[src/rtl/up_down_sat.sv]
// Saturating up/down counter with enable and synchronous reset.
// Ports: clk, rst (sync, active-high), dir (1=up), en, count[WIDTH-1:0].
// Define UPDOWNSAT_WRAP_EN for modular (wrapping) counting instead of clamping.
module up_down_sat #(
  parameter int WIDTH = 3
) (
  input  logic             dir,
  input  logic             en,
  input  logic             clk,
  input  logic             rst,
  output logic [WIDTH-1:0] count
);

  localparam logic [WIDTH-1:0] MAX = '1;
  localparam logic [WIDTH-1:0] MIN = '0;
  localparam logic [WIDTH-1:0] ONE = WIDTH'(1);

  logic             at_max;
  logic             at_min;
  logic [WIDTH-1:0] count_inc;
  logic [WIDTH-1:0] count_dec;
  logic [WIDTH-1:0] count_nxt;

  assign at_max    = (count == MAX);
  assign at_min    = (count == MIN);
  assign count_inc = count + ONE;
  assign count_dec = count - ONE;

`ifdef UPDOWNSAT_WRAP_EN
  // Modular: natural width truncation wraps max->0 and 0->max.
  always_comb begin
    count_nxt = count;
    if (en) begin
      if (dir) count_nxt = count_inc;
      else     count_nxt = count_dec;
    end
  end
`else
  // Saturating: hold at the limit instead of stepping past it.
  always_comb begin
    count_nxt = count;
    if (en) begin
      if (dir) begin
        if (!at_max) count_nxt = count_inc;
      end else begin
        if (!at_min) count_nxt = count_dec;
      end
    end
  end
`endif

  // Reset wins over everything, so X on en/dir cannot leak in.
  always_ff @(posedge clk) begin
    if (rst) count <= '0;
    else     count <= count_nxt;
  end

endmodule

[config.mk]
export PLATFORM = sky130hd
export DESIGN_NAME = up_down_sat
export DESIGN_NICKNAME = d
export VERILOG_FILES = /design/src/rtl/up_down_sat.sv
export SDC_FILE = /design/constraint.sdc
export NUM_CORES = 1
export LEC_CHECK = 0
export CAP_MARGIN = 5
export CORE_AREA = 2 2 39 41
export DETAILED_ROUTE_END_ITERATION = 16
export DIE_AREA = 0 0 41 43
export GPL_ROUTABILITY_DRIVEN = 0
export REMOVE_ABC_BUFFERS = 1
export SLEW_MARGIN = 20
export SYNTH_ARGS = -nofsm -noshare
export SYNTH_HDL_FRONTEND = slang
export SYNTH_SLANG_ARGS = --single-unit
[constraint.sdc]
create_clock -name clk -period 4.1 [get_ports clk]
set_clock_uncertainty 0.15 [all_clocks]
set_input_delay 1.23 -clock clk [delete_from_list [all_inputs] [get_ports clk]]
set_output_delay 1.23 -clock clk [all_outputs]
set_load 0.05 [all_outputs]
== After elaboration in Yosys (flattened, before gate mapping) ==
Index checks and enable logic that the tools add are counted.

* Register bits after elaboration: 3
* Word-level logic and storage cells: 11

* $add $sub $neg: 2
* Equal/unequal tests: 3
* Mux-type cells: 3
* Reductions and logical operators: 2

{| class="wikitable"
|+ Operators by type and width
! operator !! count
|-
| 2-to-1 mux 3 bit || 3
|-
| inequality test 2 bit (second input constant) || 2
|-
| adder 3 x 1 -> 3 bit (second input constant) || 1
|-
| == test 3 bit (second input constant) || 1
|-
| zero test 3 bit || 1
|-
| AND reduction 3 bit || 1
|-
| subtractor 3 x 1 -> 3 bit (second input constant) || 1
|}

== Depth between registers and ports, before layout ==
Gate-level depths: netlist of the first run.

* Word-level depth: 3
* Mapped depth: 6
* Gate-level depth less buffers: 5

== Worst setup path before layout of the first run ==
Ideal clock, no wire load.

* Kind: input to register
* Start point: in dir
* End point: reg count[2]
* Arrival time: 2.314 ns
* Data required time: 3.831 ns
* Setup slack: 1.517 ns
* Stages: 6
* Cell sequence: buf_6 -> inv_1 -> fa_1 -> or2_2 -> a21oi_1 -> nor4_1

* Longest elaborated chain between the ends: 2
* Elaborated cells between the ends (all ways): 4
* Classes of those cells: 2 x eq/ne; 1 x mux; 1 x reduce/logical

{| class="wikitable"
|+ RTL lines
! what !! line !! text
|-
| start: declaration || 7 || <nowiki>input logic dir,</nowiki>
|-
| inequality test 2 bit (no source line) || n/a ||
|-
| AND reduction 3 bit (no source line) || n/a ||
|-
| end signal: assignment || 55 || <nowiki>else count <= count_nxt;</nowiki>
|-
| end: declaration || 11 || <nowiki>output logic [WIDTH-1:0] count</nowiki>
|}

Several ways; a longest one is shown, not always the timed one.
A chain may end at the register's enable or synchronous reset.

== Worst setup path after layout of the first run ==
Same ends and word-level chain as after synthesis.

==> impl_metrics.py, run 1 <==
metrics = {
    "worst_setup_path": {
        "crit_arrival_ps": 2970,
        "endpoint_kind": "flip-flop",
        "critPathMaxFanout": 9,
        "start_kind": "input pin",
        "crit_required_ps": 4070,
        "crit_type": "in -> reg",
    },
    "route": {
        "wl_per_cell_um": 8.55,
        "vias_per_cell": 4.23,
        "drc": 0,
        "first_iter_violations": 1,
        "via_count": 224,
        "routed_wl_um": 453,
        "drtPass1Iterations": 3,
        "postRouteAntennaNets": 0,
    },
    "worst_hold_path": {
        "holdCritPathClass": "reg -> reg",
    },
    "global_route": {
        "grt_pass1_vias": 191,
        "grt_pass1_wl_um": 738,
        "track_usage": 0.0644,
        "grt-ovfl-total": 0,
        "grt_max_degree": 10,
        "grt_antenna_before_repair": 0,
    },
    "sta": {
        "rsz0062_at_grt": "false",
        "tns_ps": 0,
        "fin_crit_ps": 3000,
        "fin_crit_sh": 0.732,
        "relSlewSlack": 0.674,
        "tightest_slew_ps": 487,
        "hold_violations": 0,
        "max_freq_ghz": 0.333,
        "finalSetupViolCount": 0,
        "drv_slew": 0,
    },
    "floorplan": {
        "initial_core_util": 0.165,
        "die_x_um": 41,
        "core_area_mm2": 0.00138,
        "die_h_um": 43,
        "rows": 14,
        "io_pins": 7,
        "die_area_mm2": 0.00176,
    },
    "synth": {
        "post_synth_xor_area_fraction": 0.0383,
        "synth.distinct_cells": 19,
        "synth_top_cell_by_area": "dfxtp_1",
        "synth.mux.area_fraction": 0,
        "synth_area_leaders": "dfxtp_1 (26%), fa_1 (8.7%), o21ai_0 (6.6%)",
        "syn_inst": 28,
        "synthAdderAreaFrac": 0.0874,
        "netlist.area_leader.share": 0.262,
        "synth_top_family_by_area": "simple AND/OR/NAND/NOR gates",
        "synth_compound_gate_area_share": 0.208,
        "seq_area_frac_synth": 0.262,
        "syn_area_um2": 229,
        "yosys.area_share.simple": 0.322,
        "ys_ff_latch": 3,
        "yosysWarnings": 0,
        "synth.avg_cell_area_um2": 8.18,
    },
    "clock_network": {
        "root_buffer": "clkbuf_4",
        "htreeDepth": 1,
        "cts.hold.buffers_added": 0,
        "postCtsSetupRepairBufs": 0,
        "post_cts_resized": 0,
        "clk_pin_slew_ps": 40,
        "numCtsBuffers": 3,
        "cts_tree": "done",
        "cts_buffer_depth": 2,
        "cts.sinks": 3,
        "clock_latency_ps": 230,
    },
    "finish": {
        "nets": 43,
        "syn_to_final_growth_pct": 41.5,
        "antenna_cells": 0,
        "nFillCells": 160,
        "fin_util": 0.234,
        "largest-register": "count",
        "final_layout_size_suffix_gt1_frac": 0.216,
        "largest_reg_flops": 3,
        "reg_top3": "count: 3 flops",
    },
    "power": {
        "ir_worst_vdd_mv": 0.0474,
        "leakagePower_uw": 0.000121,
        "p_per_area_mw_per_mm2": 376,
    },
    "status": {
        "status": "finished clean",
    },
    "job": {
        "maxCapViolations": 0,
    },
    "placed_design": {
        "dp_hpwl_um": 339,
        "port_buffers": 6,
    },
}
## report_power, final
| group | leakage (uW) | switching (uW) | internal [uW] |
|---|---|---|---|
| Clock | 0.0000150 | 15.0 | 36.4 |
| Sequential | 0.0000246 | 4.92 | 32.0 |
| Combinational | 0.0000812 | 18.5 | 15.1 |
## final timing paths
path,startpoint,endpoint,slack (ps),depth (start not counted)
setup / recovery,dir,count[2]$_SDFFE_PP0P_,1100,6
setup reg to reg,count[0]$_SDFFE_PP0P_,count[2]$_SDFFE_PP0P_,2460,4
hold / removal,count[1]$_SDFFE_PP0P_,count[1]$_SDFFE_PP0P_,420,2
hold reg to reg,count[1]$_SDFFE_PP0P_,count[1]$_SDFFE_PP0P_,420,2
## layout make-up
type,count,area (um^2),share of cell area
tap,16,20.0,0.0618
sequential,3,60.1,0.185
timing repair buffer,6,60.1,0.185
inverter,2,7.51,0.0232
multi-input combinational,22,150,0.463
clock buffer,4,26.3,0.0811
## worst max-delay path: stages
cell and delay, ps:
clkdlybuf4s50_1 620, inv_1 100, fa_1 490, or2_2 300, a21oi_1 160, nor4_1 60
## metrics by stage
stage / std cells / hold slack [ps] / setup slack (ps) / power (uW) / instance area, um^2
after floorplan: 27 / 607 / 1630 / 59.2 / 218
after global placement: 49 / 425 / 886 / 71.2 / 298
after detailed placement: 49 / 424 / 849 / 71.3 / 298
after CTS: 53 / 434 / 1100 / 126 / 324
after global routing: 53 / 478 / 991 / 131 / 324
final: 53 / 423 / 1100 / 122 / 324
## per-layer routing
layer	track usage	vias up	share of wire
li1	-	117	-
met1	0.0874	102	0.47
met2	0.0688	5	0.49
met3	0.0157	0	0.040
met4	0.0800	0	0
met5	0	-	0
## cell usage after synthesis, drive strengths merged
| library cell | instances |
|---|---|
| o21ai | 3 |
| or2 | 1 |
| buf | 1 |
| inv | 2 |
| fa | 1 |
| a31oi | 1 |
| nor2 | 1 |
| a211oi | 1 |
| nand4 | 1 |
| xnor2 | 1 |
| a21oi | 3 |
| or3 | 1 |
| nand3b | 1 |
| nor2b | 1 |
| nor4 | 1 |
| dfxtp | 3 |
| nand2 | 3 |
| and3 | 2 |
## placed cells by master, fill, tap and decap left out
cell	synthesis	final
or2_2	1	1
clkdlybuf4s50_1	0	6
xnor2_1	1	1
a211oi_1	1	1
a21oi_1	2	2
and3_2	2	2
dfxtp_1	3	3
nand2_1	3	3
a21oi_2	1	1
clkbuf_4	0	3
nand3b_1	1	1
o21ai_0	3	3
clkbuf_1	0	1
or3_4	1	1
fa_1	1	1
nor2b_1	1	1
a31oi_1	1	1
inv_1	2	2
nor2_1	1	1
nor4_1	1	1
nand4_1	1	1
## kinds of logic after synthesis
logic type,Yosys count
and+or+nand+nor,12
AOI/OAI and AO/OA,8
buffers and inverters,3
DFF,3
xor gates and xnor gates,1
adders and majority gates,1
(Power assumes the default switching activity.)
==> inputs of run 2 (changes only) <==
Clock period 4.1 ns to 2.4 ns, I/O delays scaled along.
==> impl_metrics.py, run 2 (same netlist as run 1, synthesis figures left out) <==
metrics = {
    "worst_setup_path": {
        "reg2reg_depth": 4,
        "critPathCapture": "count[2]$_SDFFE_PP0P_",
        "start_kind": "input pin",
        "crit_arrival_ps": 2210,
        "timing.rr.start": "count[0]$_SDFFE_PP0P_",
        "ff2ff_setup_slack_ps": 790,
        "crit_required_ps": 2360,
        "critPathMaxFanout": 3,
        "crit_type": "in -> reg",
        "reg2reg_to": "count[2]$_SDFFE_PP0P_",
        "endpoint_kind": "flip-flop",
        "startpoint": "dir",
    },
    "placed_design": {
        "dp_cells": 51,
        "port_buffers": 6,
    },
    "route": {
        "first_iter_violations": 0,
        "routed_wl_um": 461,
        "drc": 0,
        "via_count": 231,
        "drtPass1Iterations": 1,
        "vias_per_cell": 4.20,
        "postRouteAntennaNets": 0,
        "wl_per_cell_um": 8.38,
    },
    "sta": {
        "relSlewSlack": 0.802,
        "tightest_slew_ps": 297,
        "hold_violations": 0,
        "fin_crit_ps": 2250,
        "tns_ps": 0,
        "drv_slew": 0,
        "max_freq_ghz": 0.445,
        "finalSetupViolCount": 0,
        "fin_crit_sh": 0.937,
        "rsz0062_at_grt": "false",
    },
    "global_route": {
        "grt_max_degree": 9,
        "grt-ovfl-total": 0,
        "track_usage": 0.0641,
        "grt_pass1_vias": 208,
        "grt_antenna_before_repair": 0,
        "grt_pass1_wl_um": 772,
    },
    "floorplan": {
        "initial_core_util": 0.165,
        "io_pins": 7,
        "rows": 14,
        "die_x_um": 41,
        "die_area_mm2": 0.00176,
        "core_area_mm2": 0.00138,
        "die_h_um": 43,
    },
    "power": {
        "leakagePower_uw": 0.000136,
        "power.total_uw": 210,
        "p_per_area_mw_per_mm2": 633,
        "ir_worst_vdd_mv": 0.113,
    },
    "worst_hold_path": {
        "holdCritPathClass": "reg -> reg",
    },
    "finish": {
        "antenna_cells": 0,
        "largest-register": "count",
        "syn_to_final_growth_pct": 44.8,
        "reg_top3": "count: 3 flops",
        "largest_reg_flops": 3,
        "stdcell_count": 55,
        "nets": 45,
        "mostFrequentLayoutCell": "buf_4",
        "final_layout_size_suffix_gt1_frac": 0.333,
    },
    "clock_network": {
        "postCtsSetupRepairBufs": 0,
        "cts.sinks": 3,
        "root_buffer": "clkbuf_4",
        "clk_pin_slew_ps": 40,
        "cts_buffer_depth": 2,
        "clock_latency_ps": 230,
        "cts_tree": "done",
        "post_cts_resized": 0,
        "numCtsBuffers": 3,
        "htreeDepth": 1,
        "cts.hold.buffers_added": 0,
    },
    "status": {
        "status": "finished clean",
    },
    "job": {
        "maxCapViolations": 0,
    },
}
## run 2: area by class of cell
cell class / count / area [um^2]
Fill cell: 158 / 1050
Multi-Input combinational cell: 22 / 150
Timing Repair Buffer: 8 / 67.6
Sequential cell: 3 / 60.1
Clock buffer: 4 / 26.3
Tap cell: 16 / 20.0
Inverter: 2 / 7.51
## run 2: through the flow
stage | area (um^2) | utilization | worst slack, ps | hold slack [ps]
6_report | 332 | 0.240 | 152 | 413
5_1_grt | 332 | 0.240 | 26.8 | 440
4_1_cts | 332 | 0.240 | 136 | 417
3_5_place_dp | 305 | 0.221 | -99.0 | 413
3_3_place_gp | 305 | 0.221 | -85.6 | 424
2_1_floorplan | 218 | - | 439 | 607
## run 2: how the worst min path moves through the flow
| stage | startpoint | to | slack [ps] | cells after the start |
|---|---|---|---|---|
| after floorplan | count[0]$_SDFFE_PP0P_ | count[0]$_SDFFE_PP0P_ | 610 | 2 |
| after global placement | count[2]$_SDFFE_PP0P_ | count[0]$_SDFFE_PP0P_ | 420 | 2 |
| after detailed placement | count[2]$_SDFFE_PP0P_ | count[0]$_SDFFE_PP0P_ | 410 | 2 |
| after CTS | count[2]$_SDFFE_PP0P_ | count[0]$_SDFFE_PP0P_ | 420 | 2 |
| after global routing | count[2]$_SDFFE_PP0P_ | count[0]$_SDFFE_PP0P_ | 440 | 2 |
| final | count[2]$_SDFFE_PP0P_ | count[0]$_SDFFE_PP0P_ | 410 | 2 |
## run 2: power breakdown
group / internal (uW) / leakage [uW] / switching (uW)
Combinational: 27.2 / 0.0000967 / 32.6
Clock: 62.2 / 0.0000150 / 24.6
Sequential: 54.7 / 0.0000246 / 8.61
Total: 144 / 0.000136 / 65.8
## run 2: worst max-delay path: stages
cell and delay, ps:
clkdlybuf4s50_1 480, inv_1 60, fa_1 450, or2_2 290, a21oi_1 150, nor4_1 60
## run 2: metal layers
metal  GRT usage  up-vias  share of wire
met4      0.0400        0              0
met5           0        -              0
met1      0.0703      102           0.51
li1            -      122              -
met2      0.0938        7           0.44
met3      0.0314        0          0.052
==> inputs of run 3 (changes only) <==
Settings changed: REMOVE_ABC_BUFFERS 1 to not set.
Clock period 2.4 ns to 2.8 ns, I/O delays scaled along.
==> impl_metrics.py, run 3 (same netlist as run 1, synthesis figures left out) <==
metrics = {
    "sta": {
        "hold_violations": 0,
        "finalSetupViolCount": 0,
        "relSlewSlack": 0.671,
        "setup_slack_ps": 233,
        "max_freq_ghz": 0.389,
        "drv_slew": 0,
        "fin_crit_sh": 0.917,
        "tns_ps": 0,
        "rsz0062_at_grt": "false",
        "tightest_slew_ps": 492,
        "fin_crit_ps": 2570,
    },
    "worst_setup_path": {
        "crit_chain": "clkdlybuf4s50_1",
        "crit_type": "reg -> out",
        "reg2reg_depth": 4,
        "cpPeakStageDelay_ps": 860,
        "critPathMaxFanout": 8,
        "crit_arrival_ps": 1580,
        "reg2reg_to": "count[2]$_SDFFE_PP0P_",
        "timing.rr.start": "count[0]$_SDFFE_PP0P_",
        "crit_buf_inv": 1,
        "start_kind": "flip-flop",
        "cpLargestDelayFamily": "buffers and inverters",
        "slowest_stage": "clkdlybuf4s50_1",
        "ff2ff_setup_slack_ps": 1160,
        "crit_required_ps": 1810,
        "endpoint_kind": "primary output",
    },
    "floorplan": {
        "core_area_mm2": 0.00138,
        "rows": 14,
        "die_h_um": 43,
        "initial_core_util": 0.165,
        "io_pins": 7,
        "die_x_um": 41,
        "die_area_mm2": 0.00176,
    },
    "clock_network": {
        "numCtsBuffers": 3,
        "root_buffer": "clkbuf_4",
        "cts_tree": "done",
        "postCtsSetupRepairBufs": 0,
        "cts.sinks": 3,
        "cts_buffer_depth": 2,
        "cts.hold.buffers_added": 0,
        "post_cts_resized": 0,
        "clk_pin_slew_ps": 40,
        "clock_latency_ps": 230,
        "htreeDepth": 1,
    },
    "worst_hold_path": {
        "min_delay_path_depth": 2,
        "holdCritPathClass": "reg -> reg",
        "hp-start": "count[2]$_SDFFE_PP0P_",
        "holdPathEnd": "count[0]$_SDFFE_PP0P_",
    },
    "finish": {
        "mostFrequentLayoutCell": "clkdlybuf4s50_1",
        "mostFrequentLayoutCells": "clkdlybuf4s50_1 (6), o21ai_0 (3), nand2_1 (3), clkbuf_4 (3), dfxtp_1 (3)",
        "syn_to_final_growth_pct": 44.8,
        "multi_input_area_um2": 150,
        "largest_reg_flops": 3,
        "antenna_cells": 0,
        "largest-register": "count",
        "final_layout_size_suffix_gt1_frac": 0.237,
        "reg_top3": "count: 3 flops",
        "nets": 44,
        "regArea_um2": 60.1,
        "nFillCells": 155,
    },
    "placed_design": {
        "post-place-ws_ps": 150,
        "dp_hpwl_um": 354,
        "port_buffers": 6,
    },
    "power": {
        "ir_worst_vdd_mv": 0.0966,
        "p_per_area_mw_per_mm2": 549,
        "leakagePower_uw": 0.000126,
    },
    "route": {
        "via_count": 229,
        "wl_per_cell_um": 9.09,
        "drtPass1Iterations": 2,
        "routed_wl_um": 491,
        "vias_per_cell": 4.24,
        "postRouteAntennaNets": 0,
        "first_iter_violations": 2,
        "drc": 0,
    },
    "global_route": {
        "grt_pass1_vias": 195,
        "track_usage": 0.0683,
        "grt_max_degree": 9,
        "grt_antenna_before_repair": 0,
        "grt_pass1_wl_um": 765,
        "grt-ovfl-total": 0,
    },
    "job": {
        "maxCapViolations": 0,
    },
    "synth": {
        "syn_nets": 33,
    },
    "status": {
        "status": "finished clean",
    },
}
[run 3: cell types whose count changed in the layout (fill, tap and decap cells not counted), sizes merged]
cell / previous run / this run
clkdlybuf4s50: 3 / 6
buf: 5 / 1
[run 3: worst max path at each step]
stage	end	cells after the start	slack (ps)	startpoint
floorplan	count[2]$_SDFFE_PP0P_	6	610	dir
global route	count[0]	1	170	count[0]$_SDFFE_PP0P_
global placement	count[2]$_SDFFE_PP0P_	6	180	dir
finish	count[0]	1	230	count[0]$_SDFFE_PP0P_
detailed placement	count[2]$_SDFFE_PP0P_	6	150	dir
CTS	count[0]	1	220	count[0]$_SDFFE_PP0P_
[run 3: cell type report]
type,count,share of cell area
sequential,3,0.181
inverter,2,0.0226
multi-input combinational,22,0.453
timing repair buffer,7,0.204
clock buffer,4,0.0792
tap,16,0.0604
[run 3: through the flow]
stage | area, um^2 | utilization | std cells | hold slack, ps | total power (uW)
detailed placement | 305 | 0.221 | 50 | 420 | 106
finish | 332 | 0.240 | 54 | 420 | 182
global route | 332 | 0.240 | 54 | 459 | 194
floorplan | 229 | - | 28 | 607 | 89.2
global placement | 305 | 0.221 | 50 | 427 | 106
CTS | 332 | 0.240 | 54 | 425 | 186
[run 3: per-layer routing]
metal  global-route usage  vias to the layer above  wire length (um)
li1                     -                      118                 -
met4               0.0800                        0                 0
met5                    0                        -                 0
met3               0.0157                        0                27
met2               0.0813                        6               219
met1               0.0868                      105               244
[run 3: where the power goes]
group	switching, uW	internal [uW]
sequential	7.30	46.9
combinational	27.6	23.1
clock	23.8	53.5
